==> src/rtl/wb_pkg.sv <==
// Shared constants for the write-back selector: source indices, load-size
// encodings and the exception constant the parent wires to source 2.
package wb_pkg;

  localparam int WB_SRC_ALU   = 0;
  localparam int WB_SRC_MDR   = 1;
  localparam int WB_SRC_CONST = 2;
  localparam int WB_SRC_EXC   = 3;
  localparam int WB_SRC_PC    = 4;

  typedef enum logic [1:0] {
    LS_WORD = 2'd0,
    LS_HALF = 2'd1,
    LS_BYTE = 2'd2
  } load_size_e;

  localparam logic [31:0] WB_EXC_CONST = 32'd227;

endpackage

==> src/rtl/wb_load_ext.sv <==
// Combinational byte/half/word extractor with sign or zero extension for the
// memory data register source. Used only when WB_LOAD_EXT_EN is defined.
module wb_load_ext
  import wb_pkg::*;
#(
  parameter int WIDTH = 32
) (
  input  logic [WIDTH-1:0] din,
  input  logic [1:0]       load_size,
  input  logic             load_signed,
  output logic [WIDTH-1:0] dout
);

  // Encoding 3 is unassigned and falls through to a full-word pass.
  always_comb begin
    dout = din;
    case (load_size)
      LS_HALF: dout = {{(WIDTH-16){load_signed & din[15]}}, din[15:0]};
      LS_BYTE: dout = {{(WIDTH-8){load_signed & din[7]}}, din[7:0]};
      default: dout = din;
    endcase
  end

endmodule

==> src/rtl/wb_select_unit.sv <==
// Registered write-back source selector with ready/request handshake and stall
// hold. Define WB_LOAD_EXT_EN to add load byte/half extension on source 1.
module wb_select_unit
  import wb_pkg::*;
#(
  parameter int               WIDTH       = 32,
  parameter int               NSRC        = 5,
  parameter int               SEL_W       = 3,
  parameter int               DST_W       = 5,
  parameter logic [WIDTH-1:0] DEFAULT_VAL = '0
) (
  input  logic                  clk,
  input  logic                  reset,
  input  logic [SEL_W-1:0]      sel,
  input  logic [NSRC*WIDTH-1:0] src_flat,
  input  logic [DST_W-1:0]      wb_dst,
  input  logic                  wb_req,
  input  logic                  wb_stall,
`ifdef WB_LOAD_EXT_EN
  input  logic [1:0]            load_size,
  input  logic                  load_signed,
`endif
  output logic                  wb_ready,
  output logic [WIDTH-1:0]      wb_data,
  output logic [DST_W-1:0]      wb_addr,
  output logic                  wb_we,
  output logic                  sel_err
);

  localparam logic [0:0] IDLE  = 1'b0;
  localparam logic [0:0] WRITE = 1'b1;

  logic [0:0]       state_reg, state_next;
  logic [WIDTH-1:0] data_reg, data_next;
  logic [DST_W-1:0] addr_reg, addr_next;
  logic             sel_err_reg, sel_err_next;

  logic [WIDTH-1:0] src_arr [NSRC];
  logic [WIDTH-1:0] sel_val;
  logic             sel_hit;

`ifdef WB_LOAD_EXT_EN
  logic [WIDTH-1:0] mdr_ext;

  wb_load_ext #(.WIDTH(WIDTH)) u_load_ext (
    .din         (src_flat[WB_SRC_MDR*WIDTH +: WIDTH]),
    .load_size   (load_size),
    .load_signed (load_signed),
    .dout        (mdr_ext)
  );
`endif

  genvar gi;
  generate
    for (gi = 0; gi < NSRC; gi++) begin : g_src
`ifdef WB_LOAD_EXT_EN
      if (gi == WB_SRC_MDR) begin : g_mdr
        assign src_arr[gi] = mdr_ext;
      end else begin : g_raw
        assign src_arr[gi] = src_flat[gi*WIDTH +: WIDTH];
      end
`else
      assign src_arr[gi] = src_flat[gi*WIDTH +: WIDTH];
`endif
    end
  endgenerate

  // Out-of-range codes leave sel_hit low so DEFAULT_VAL is captured.
  always_comb begin
    sel_val = DEFAULT_VAL;
    sel_hit = 1'b0;
    for (int i = 0; i < NSRC; i++) begin
      if (sel == SEL_W'(i)) begin
        sel_val = src_arr[i];
        sel_hit = 1'b1;
      end
    end
  end

  always_comb begin
    state_next   = state_reg;
    data_next    = data_reg;
    addr_next    = addr_reg;
    sel_err_next = 1'b0;
    case (state_reg)
      IDLE: begin
        if (wb_req) begin
          data_next    = sel_val;
          addr_next    = wb_dst;
          sel_err_next = !sel_hit;
          state_next   = WRITE;
        end
      end
      default: begin
        if (!wb_stall) begin
          if (wb_req) begin
            data_next    = sel_val;
            addr_next    = wb_dst;
            sel_err_next = !sel_hit;
          end else begin
            state_next = IDLE;
          end
        end
      end
    endcase
  end

  always_ff @(posedge clk) begin
    if (reset) begin
      state_reg   <= IDLE;
      data_reg    <= '0;
      addr_reg    <= '0;
      sel_err_reg <= 1'b0;
    end else begin
      state_reg   <= state_next;
      data_reg    <= data_next;
      addr_reg    <= addr_next;
      sel_err_reg <= sel_err_next;
    end
  end

  // Strobe is masked by reset so a write pending at reset is dropped.
  assign wb_ready = (state_reg == IDLE) || !wb_stall;
  assign wb_we    = (state_reg == WRITE) && !wb_stall && (addr_reg != '0) && !reset;
  assign wb_data  = data_reg;
  assign wb_addr  = addr_reg;
  assign sel_err  = sel_err_reg;

endmodule

==> config.mk <==
export PLATFORM = sky130hd
export DESIGN_NAME = wb_select_unit
export DESIGN_NICKNAME = d
export VERILOG_FILES = /design/src/rtl/wb_pkg.sv /design/src/rtl/wb_load_ext.sv /design/src/rtl/wb_select_unit.sv
export SDC_FILE = /design/constraint.sdc
export NUM_CORES = 1
export LEC_CHECK = 0
export CAP_MARGIN = 20
export CORE_MARGIN = 2
export CORE_UTILIZATION = 34
export CTS_CLUSTER_SIZE = 16
export DETAILED_ROUTE_END_ITERATION = 10
export PLACE_DENSITY = 0.9
export SETUP_SLACK_MARGIN = 0.5
export SLEW_MARGIN = 10
export SYNTH_ARGS = -nofsm -noshare
export SYNTH_HDL_FRONTEND = slang
export SYNTH_SLANG_ARGS = --single-unit
==> constraint.sdc <==
create_clock -name clk -period 2 [get_ports clk]
set_input_delay 0.6 -clock clk [delete_from_list [all_inputs] [get_ports clk]]
set_output_delay 0.6 -clock clk [all_outputs]
set_load 0.01 [all_outputs]
### Word level (Yosys, flattened, before mapping)

Index checks and enable logic that the tools add are counted.

| word-level totals | value |
|---|---|
| flip-flop bits (word level) | 39 |
| logic and storage cells | 41 |
| output and inout bits | 40 |

| cells by class | value |
|---|---|
| reduce and logical (&&, ||, !) cells | 9 |
| eq/ne operators | 5 |
| bitwise operators | 1 |
| muxes and demuxes | 22 |

Operators with widths:

| kind | count |
|---|---|
| 32-bit two-way mux | 8 |
| 5-bit two-way mux | 3 |
| 1-bit two-way mux | 11 |
| 3-bit by 2-bit equality test with 1-bit output (second input constant) | 2 |
| 5-bit nonzero test | 1 |
| 3-bit by 1-bit equality test with 1-bit output (second input constant) | 1 |
| 3-bit equality test (second input constant) | 1 |
| 1-bit logical AND | 3 |
| 1-bit zero test | 3 |
| 3-bit zero test | 1 |
| 2-bit inequality test (second input constant) | 1 |
| 1-bit logical OR | 1 |
| 1-bit NOT | 1 |

### Logic depth before layout (Yosys ltp)

Gate-level depths: netlist of the first run.

| logic depth | value |
|---|---|
| depth after elaboration | 10 |
| gate-level depth with buffers | 6 |

### Worst setup path after synthesis of the first run

Ideal clock, no wire load.

| timing | value |
|---|---|
| kind | input to output |
| from | input reset |
| to | output wb_we |
| buffers on the path | 1 |
| arrival | 1.266 ns |
| slack | 0.134 ns |
| stages | 2 |
| cell sequence | clkbuf_1 nor4b_1 |

| between the ends | value |
|---|---|
| longest elaborated chain between the ends | 2 |

RTL lines:

| item | line | RTL |
|---|---|---|
| start: declaration | wb_select_unit.sv:13 | `input logic reset,` |
| 1-bit zero test | wb_select_unit.sv:124 | `assign wb_we = (state_reg == WRITE) && !wb_stall && (addr_reg != '0) && !reset;` |
| 1-bit logical AND | wb_select_unit.sv:124 |  |
| end: declaration | wb_select_unit.sv:26 | `output logic wb_we,` |

Every way passes these cells.

### Worst setup path in the final report of the first run

| timing | value |
|---|---|
| from | register addr_reg[0] (netlist: wb_addr[0]) |
| to | output wb_we |

| between the ends | value |
|---|---|
| longest elaborated chain between the ends | 3 |

RTL lines:

| item | line | RTL |
|---|---|---|
| start: declaration | wb_select_unit.sv:35 | `logic [DST_W-1:0] addr_reg, addr_next;` |
| start signal: assignment | wb_select_unit.sv:117 | `addr_reg <= addr_next;` |
| 5-bit nonzero test | wb_select_unit.sv:124 |  |
| 1-bit logical AND (2 in series) | wb_select_unit.sv:124 |  |

Every way passes these cells.

==> results of run 1 <==
==> cell type report <==
cell class,instances,area (µm²),share of cell area [%]
timing repair buffer,267,2763,46.06
multi-input combinational,213,2146,35.77
sequential,39,793.3,13.22
tap,102,127.6,2.128
clock buffer,5,68.82,1.147
inverter,15,56.30,0.9387
clock inverter,3,43.79,0.7301
==> power by group <==
group | switching [mW] | total, mW | internal [mW]
logic | 0.455 | 1.15 | 0.696
registers | 0.0406 | 0.881 | 0.841
clock network | 0.305 | 0.677 | 0.372
==> worst max path at each step <==
stage | cells past startpoint | slack (ns) | endpoint
4_1_cts | 4 | -0.10 | wb_we
2_1_floorplan | 3 | 0.35 | wb_we
3_5_place_dp | 3 | -0.54 | wb_we
3_3_place_gp | 3 | -0.53 | wb_we
6_report | 4 | -0.06 | wb_we
5_1_grt | 4 | -0.09 | wb_we
==> cells in the final DEF (no fill, tap or decap), types with 7 or more instances in the layout <==
cell             count
a32oi_1             16
mux2_2              18
buf_6               16
dfxtp_2             10
nand2_1             23
clkbuf_2            20
o22ai_2              9
buf_2                8
buf_4               22
o21bai_1            14
a311oi_1            13
clkdlybuf4s15_2      7
nor3_2              15
inv_1               14
dfxtp_1             29
a21oi_1             11
clkdlybuf4s50_1    165
mux2i_1             28
a21oi_2             10
o221a_4             14
buf_12              15
==> metrics by stage <==
stage / total power [mW] / hold WS, ns
finish: 2.710 / 0.5298
global route: 2.802 / 0.5453
global placement: 1.878 / 0.4776
CTS: 2.637 / 0.4891
detailed placement: 1.909 / 0.4911
floorplan: 1.303 / 0.4857
==> worst min-delay path, stage by stage (launching register included) <==
cell and delay, ns:
dfxtp_1 0.32, o21bai_1 0.13, a311oi_1 0.04
==> layer usage <==
layer	vias up	share of wire, %
met5	-	0
met4	0	4.0
met3	36	7.1
met2	184	53
met1	1748	36
li1	1644	-
==> cells by family (layout without fill, tap and decap cells) <==
| family | after synthesis | count (layout) | synth area share (%) |
|---|---|---|---|
| DFF | 39 | 39 | 29.36 |
| muxes | 46 | 46 | 18.16 |
| and+or+nand+nor | 61 | 62 | 11.53 |
| AOI/OAI and AO/OA | 105 | 105 | 31.34 |
| buffers and inverters | 45 | 290 | 9.600 |
==> repair_timing <==
| item | in CTS | in global routing |
|---|---|---|
| gates cloned | 7 | 0 |
| hold buffers | 0 | 0 |
| endpoints found under the hold margin | 0 | 0 |
| gates resized for setup | 152 | 65 |
| setup endpoints to repair | 78 | 71 |
| pin swaps | 19 | 14 |
| buffers inserted | 9 | 6 |
==> impl_metrics.json, run 1 <==
{
  "drv_cap": 0,
  "globalRouteMet2Util_pct": 52.13,
  "clockRootBuffer": "clkbuf_8",
  "yosysTopAreaCell": "dfxtp_1",
  "synth.cell_area_um2": 2659,
  "nNetsFinal": 713,
  "violations": "setup timing",
  "power.density_nw_per_um2": 451.8,
  "dieArea_um2": 8543,
  "timing.final.crit_share_pct": 103.2,
  "largest_reg_flops": 32,
  "skew_ns": 0.005971,
  "worst-slew-pin-transition_ns": 0.4652,
  "syn2layout_area_growth_pct": 125.6,
  "h-tree-depth": 2,
  "hold_depth": 2,
  "dr.pass1.iters": 4,
  "grt_pass1_wl_um": 19020,
  "worstPathMaxFanout": 2,
  "synthTopCellsByArea": "dfxtp_1, mux2i_1, mux2_2",
  "cts_buffer_depth": 2,
  "top_usage_layer": "met2",
  "dpl_cell_area_um2": 5391,
  "startpoint": "wb_addr[0]",
  "start_util_pct": 34.77,
  "cts.sink_count": 39,
  "worstSetupEndpointType": "output port",
  "yosys-top-cells-count": "dfxtp_1, nand2_1, mux2i_1",
  "drc": 0,
  "synth_warnings": 0,
  "place_inst": 614,
  "vias_per_cell": 5.609,
  "die_x_um": 92.43,
  "synthFlopType": "dfxtp_1",
  "cp_top_family": "simple AND/OR/NAND/NOR gates",
  "min_from": "wb_data[20]",
  "postSynthCellCount": 296,
  "finalWorstPathRequiredPeriod_ns": 2.063,
  "use_met3_pct": 6.021,
  "status": "complete, but fails checks",
  "worstSetupPathType": "reg2out",
  "drt-total-wl_um": 13340,
  "cp.arrival_ns": 1.46,
  "layout.cells.non_filler": 644,
  "num_antenna_cells": 0,
  "wire_per_inst_um": 20.72,
  "cp_cell_sequence": "or4_4 > nor2_4 > nor4b_4 > buf_2",
  "antenna_found_initial": 0,
  "r2r_start": "state_reg",
  "routabilityCongestion": 0.8828,
  "finalHoldViolCount": 0,
  "critPathRequiredTime_ns": 1.40,
  "grt_overflow_total": 0,
  "fmax_ghz": 0.4846,
  "coreArea_um2": 7647,
  "fillers": 470,
  "synth_most_common_cell": "dfxtp_1",
  "grt_pass1_vias": 3719,
  "finalInstanceArea_um2": 5998,
  "postLayoutCoreUtil_pct": 78.44,
  "worst-path-buf-inv": 1,
  "track_usage_pct": 28.42,
  "drive_above_1_share_pct": 39.11,
  "synthArstFlopShare_pct": 0,
  "fin_tns_setup_ns": -0.06342,
  "cts_tree": "done",
  "setup_ws_ns": -0.06342,
  "rsz0062_at_grt": "true",
  "vias": 3612,
  "synth_edf_count": 0,
  "hold_path.class": "reg2reg",
  "ff2ff_setup_slack_ns": 0.60,
  "clk_pin_slew_ns": 0.09,
  "hpwl_um": 9258,
  "io_pins": 212,
  "syn_avg_cell_area_um2": 8.982,
  "port_buffers": 211,
  "grt.met1_usage_pct": 31.06,
  "preCtsSetupSlack_ns": -0.5442,
  "slew_headroom_pct": 68.99,
  "synth_top_area_share_pct": 29.36,
  "yosysSeqAreaShare_pct": 29.36,
  "synth_cell_type_count": 33,
  "ir_drop_mv": 0.3433,
  "rr_worst_depth": 6,
  "rows": 32,
  "holdPathEnd": "wb_data[20]",
  "synth_nets": 468,
  "ys_ff_latch": 39,
  "cts-buffers-inserted": 5,
  "r2r_end": "wb_data[1]",
  "max_stage_delay_ns": 0.54,
  "drt-initial-drc-count": 153,
  "critical-path-slowest-cell": "or4_4",
  "critPathLaunchType": "flop",
  "p_leak_nw": 2.349,
  "grt_max_degree": 40,
  "setup_viol_count_final": 1,
  "fp.dieH_um": 92.43,
  "slew_violations": 0,
  "ant_nets": 0,
  "clk_latency_ns": 0.29
}
Note: power is estimated with default switching activity, not from simulation.
==> run 2, diff against run 1 <==
==> constraint.sdc (replaced) <==
create_clock -name clk -period 2.4 [get_ports clk]
set_input_delay 0.72 -clock clk [delete_from_list [all_inputs] [get_ports clk]]
set_output_delay 0.72 -clock clk [all_outputs]
set_load 0.01 [all_outputs]
==> run 2 against run 1 <==
Against the previous run:
- the flow now finishes without violations
- sequential cell count stayed put
- sequential share of layout area increased by 2.2 points
- total power fell by 29%
- cell area decreased by 15%
- register-to-register slack better by 0.42 ns
- via count is 9.1% lower
- critical path type unchanged
- critical endpoint unchanged
- largest cell class unchanged
- highest routed layer unchanged
==> impl_metrics.json, run 2 (synthesis gave the netlist of run 1 again) <==
{
  "timing.final.crit_share_pct": 90.56,
  "cts_tree": "done",
  "hold_path.class": "reg2reg",
  "finalInstanceArea_um2": 5076,
  "fmax_ghz": 0.4601,
  "hpwl_um": 8471,
  "finalWorstPathRequiredPeriod_ns": 2.173,
  "grt_overflow_total": 0,
  "skew_ns": 0.002345,
  "die_x_um": 92.43,
  "start_util_pct": 34.77,
  "postLayoutCoreUtil_pct": 66.38,
  "cp.arrival_ns": 1.45,
  "grt_pass1_vias": 3345,
  "slew_headroom_pct": 72.79,
  "ir_drop_mv": 0.2167,
  "max_stage_delay_ns": 0.54,
  "rsz0062_at_grt": "true",
  "largest_reg_flops": 32,
  "wire_per_inst_um": 18.37,
  "slew_violations": 0,
  "vias": 3285,
  "fin_total_pwr_mw": 1.922,
  "io_pins": 212,
  "track_usage_pct": 24.32,
  "ant_nets": 0,
  "finalHoldViolCount": 0,
  "num_antenna_cells": 0,
  "cp_cell_sequence": "or4_4 > nor2_4 > nor4b_4 > buf_2",
  "drc": 0,
  "vias_per_cell": 5.412,
  "cts_buffer_depth": 2,
  "syn2layout_area_growth_pct": 90.92,
  "critPathRequiredTime_ns": 1.68,
  "rows": 32,
  "worstSetupEndpointType": "output port",
  "clk_pin_slew_ns": 0.08,
  "setup_viol_count_final": 0,
  "drive_above_1_share_pct": 15.84,
  "worst-slew-pin-transition_ns": 0.4082,
  "ctsHoldBuffers": 0,
  "drt-total-wl_um": 11150,
  "worstSetupPathType": "reg2out",
  "drv_cap": 0,
  "fp.dieH_um": 92.43,
  "routabilityCongestion": 0.8269,
  "critical-path-slowest-cell": "or4_4",
  "cts-buffers-inserted": 5,
  "dpl_cell_area_um2": 4900,
  "grt_max_degree": 40,
  "clockRootBuffer": "clkbuf_8",
  "layout_common_cells": "clkdlybuf4s50_1, dfxtp_1, nand2_1",
  "h-tree-depth": 2,
  "power.density_nw_per_um2": 378.7,
  "drt-initial-drc-count": 79,
  "p_leak_nw": 2.194,
  "port_buffers": 211,
  "grt_pass1_wl_um": 16660,
  "cts.sink_count": 39,
  "dr.pass1.iters": 4,
  "worstPathMaxFanout": 2,
  "dieArea_um2": 8543,
  "final_common_cell": "clkdlybuf4s50_1",
  "critPathLaunchType": "flop",
  "nNetsFinal": 676,
  "status": "complete, no violations",
  "clk_latency_ns": 0.28,
  "antenna_found_initial": 0,
  "coreArea_um2": 7647
}
run 2: cell count changes in the layout (fill, tap and decap cells not counted), sizes merged, moves of 2 or more:
cell and change:
dlygate4sd2 +25, buf -46, clkbuf -19, clkinvlp +2, dlymetal6s2s +15, clkdlybuf4s15 -12
run 2: timing repair:
item | 4_1_cts | 5_1_grt
gates cloned | 0 | 1
setup buffers | 2 | 0
pin swaps | 2 | 3
endpoints found under the setup margin | 62 | 29
endpoints found under the hold margin | 0 | 0
resized for setup | 49 | 23
run 2: metrics by stage:
step	TNS, ns	instances	setup slack (ns)	hold slack [ns]
floorplan	0	296	0.5107	0.4857
global route	0	607	0.1817	0.4983
finish	0	607	0.2265	0.4772
global placement	-0.6331	596	-0.3808	0.4537
detailed placement	-0.6389	596	-0.3774	0.4580
CTS	0	606	0.2037	0.4724
run 2: power by group:
part	internal [mW]	switching, mW	total (mW)
clock	0.203	0.244	0.447
sequential	0.699	0.0279	0.727
combinational	0.463	0.286	0.749
total	1.36	0.558	1.92
run 2: layout make-up:
cell class	count	area [µm²]
clock buffers	5	68.82
well taps	102	127.6
repair buffers	230	2325
inverters	15	56.30
flip-flops and latches	39	784.5
multi-input cells	213	1694
clock inverters	3	20.02
fillers	623	2571
run 2: worst max-delay path: cells and delay by family, from the launching register on:
kind | cells | cell delay [ns]
buffers and inverters | 1 | 0.14
AND/OR/NAND/NOR | 3 | 0.71
flip-flops | 1 | 0.32
run 2: per-layer routing:
metal	vias up	GRT usage (%)	wire [µm]
li1	1562	-	-
met1	1551	28.74	4453
met2	150	43.86	5767
met3	22	4.801	658
met4	0	7.960	269
met5	-	0	0
run 2: worst paths after layout:
kind              start         end  slack [ns]  cells past startpoint
max reg2reg   state_reg  wb_data[5]        1.02                      3
min          wb_addr[1]  wb_addr[1]        0.48                      2
max          wb_addr[0]       wb_we        0.23                      4
min reg2reg  wb_addr[1]  wb_addr[1]        0.48                      2
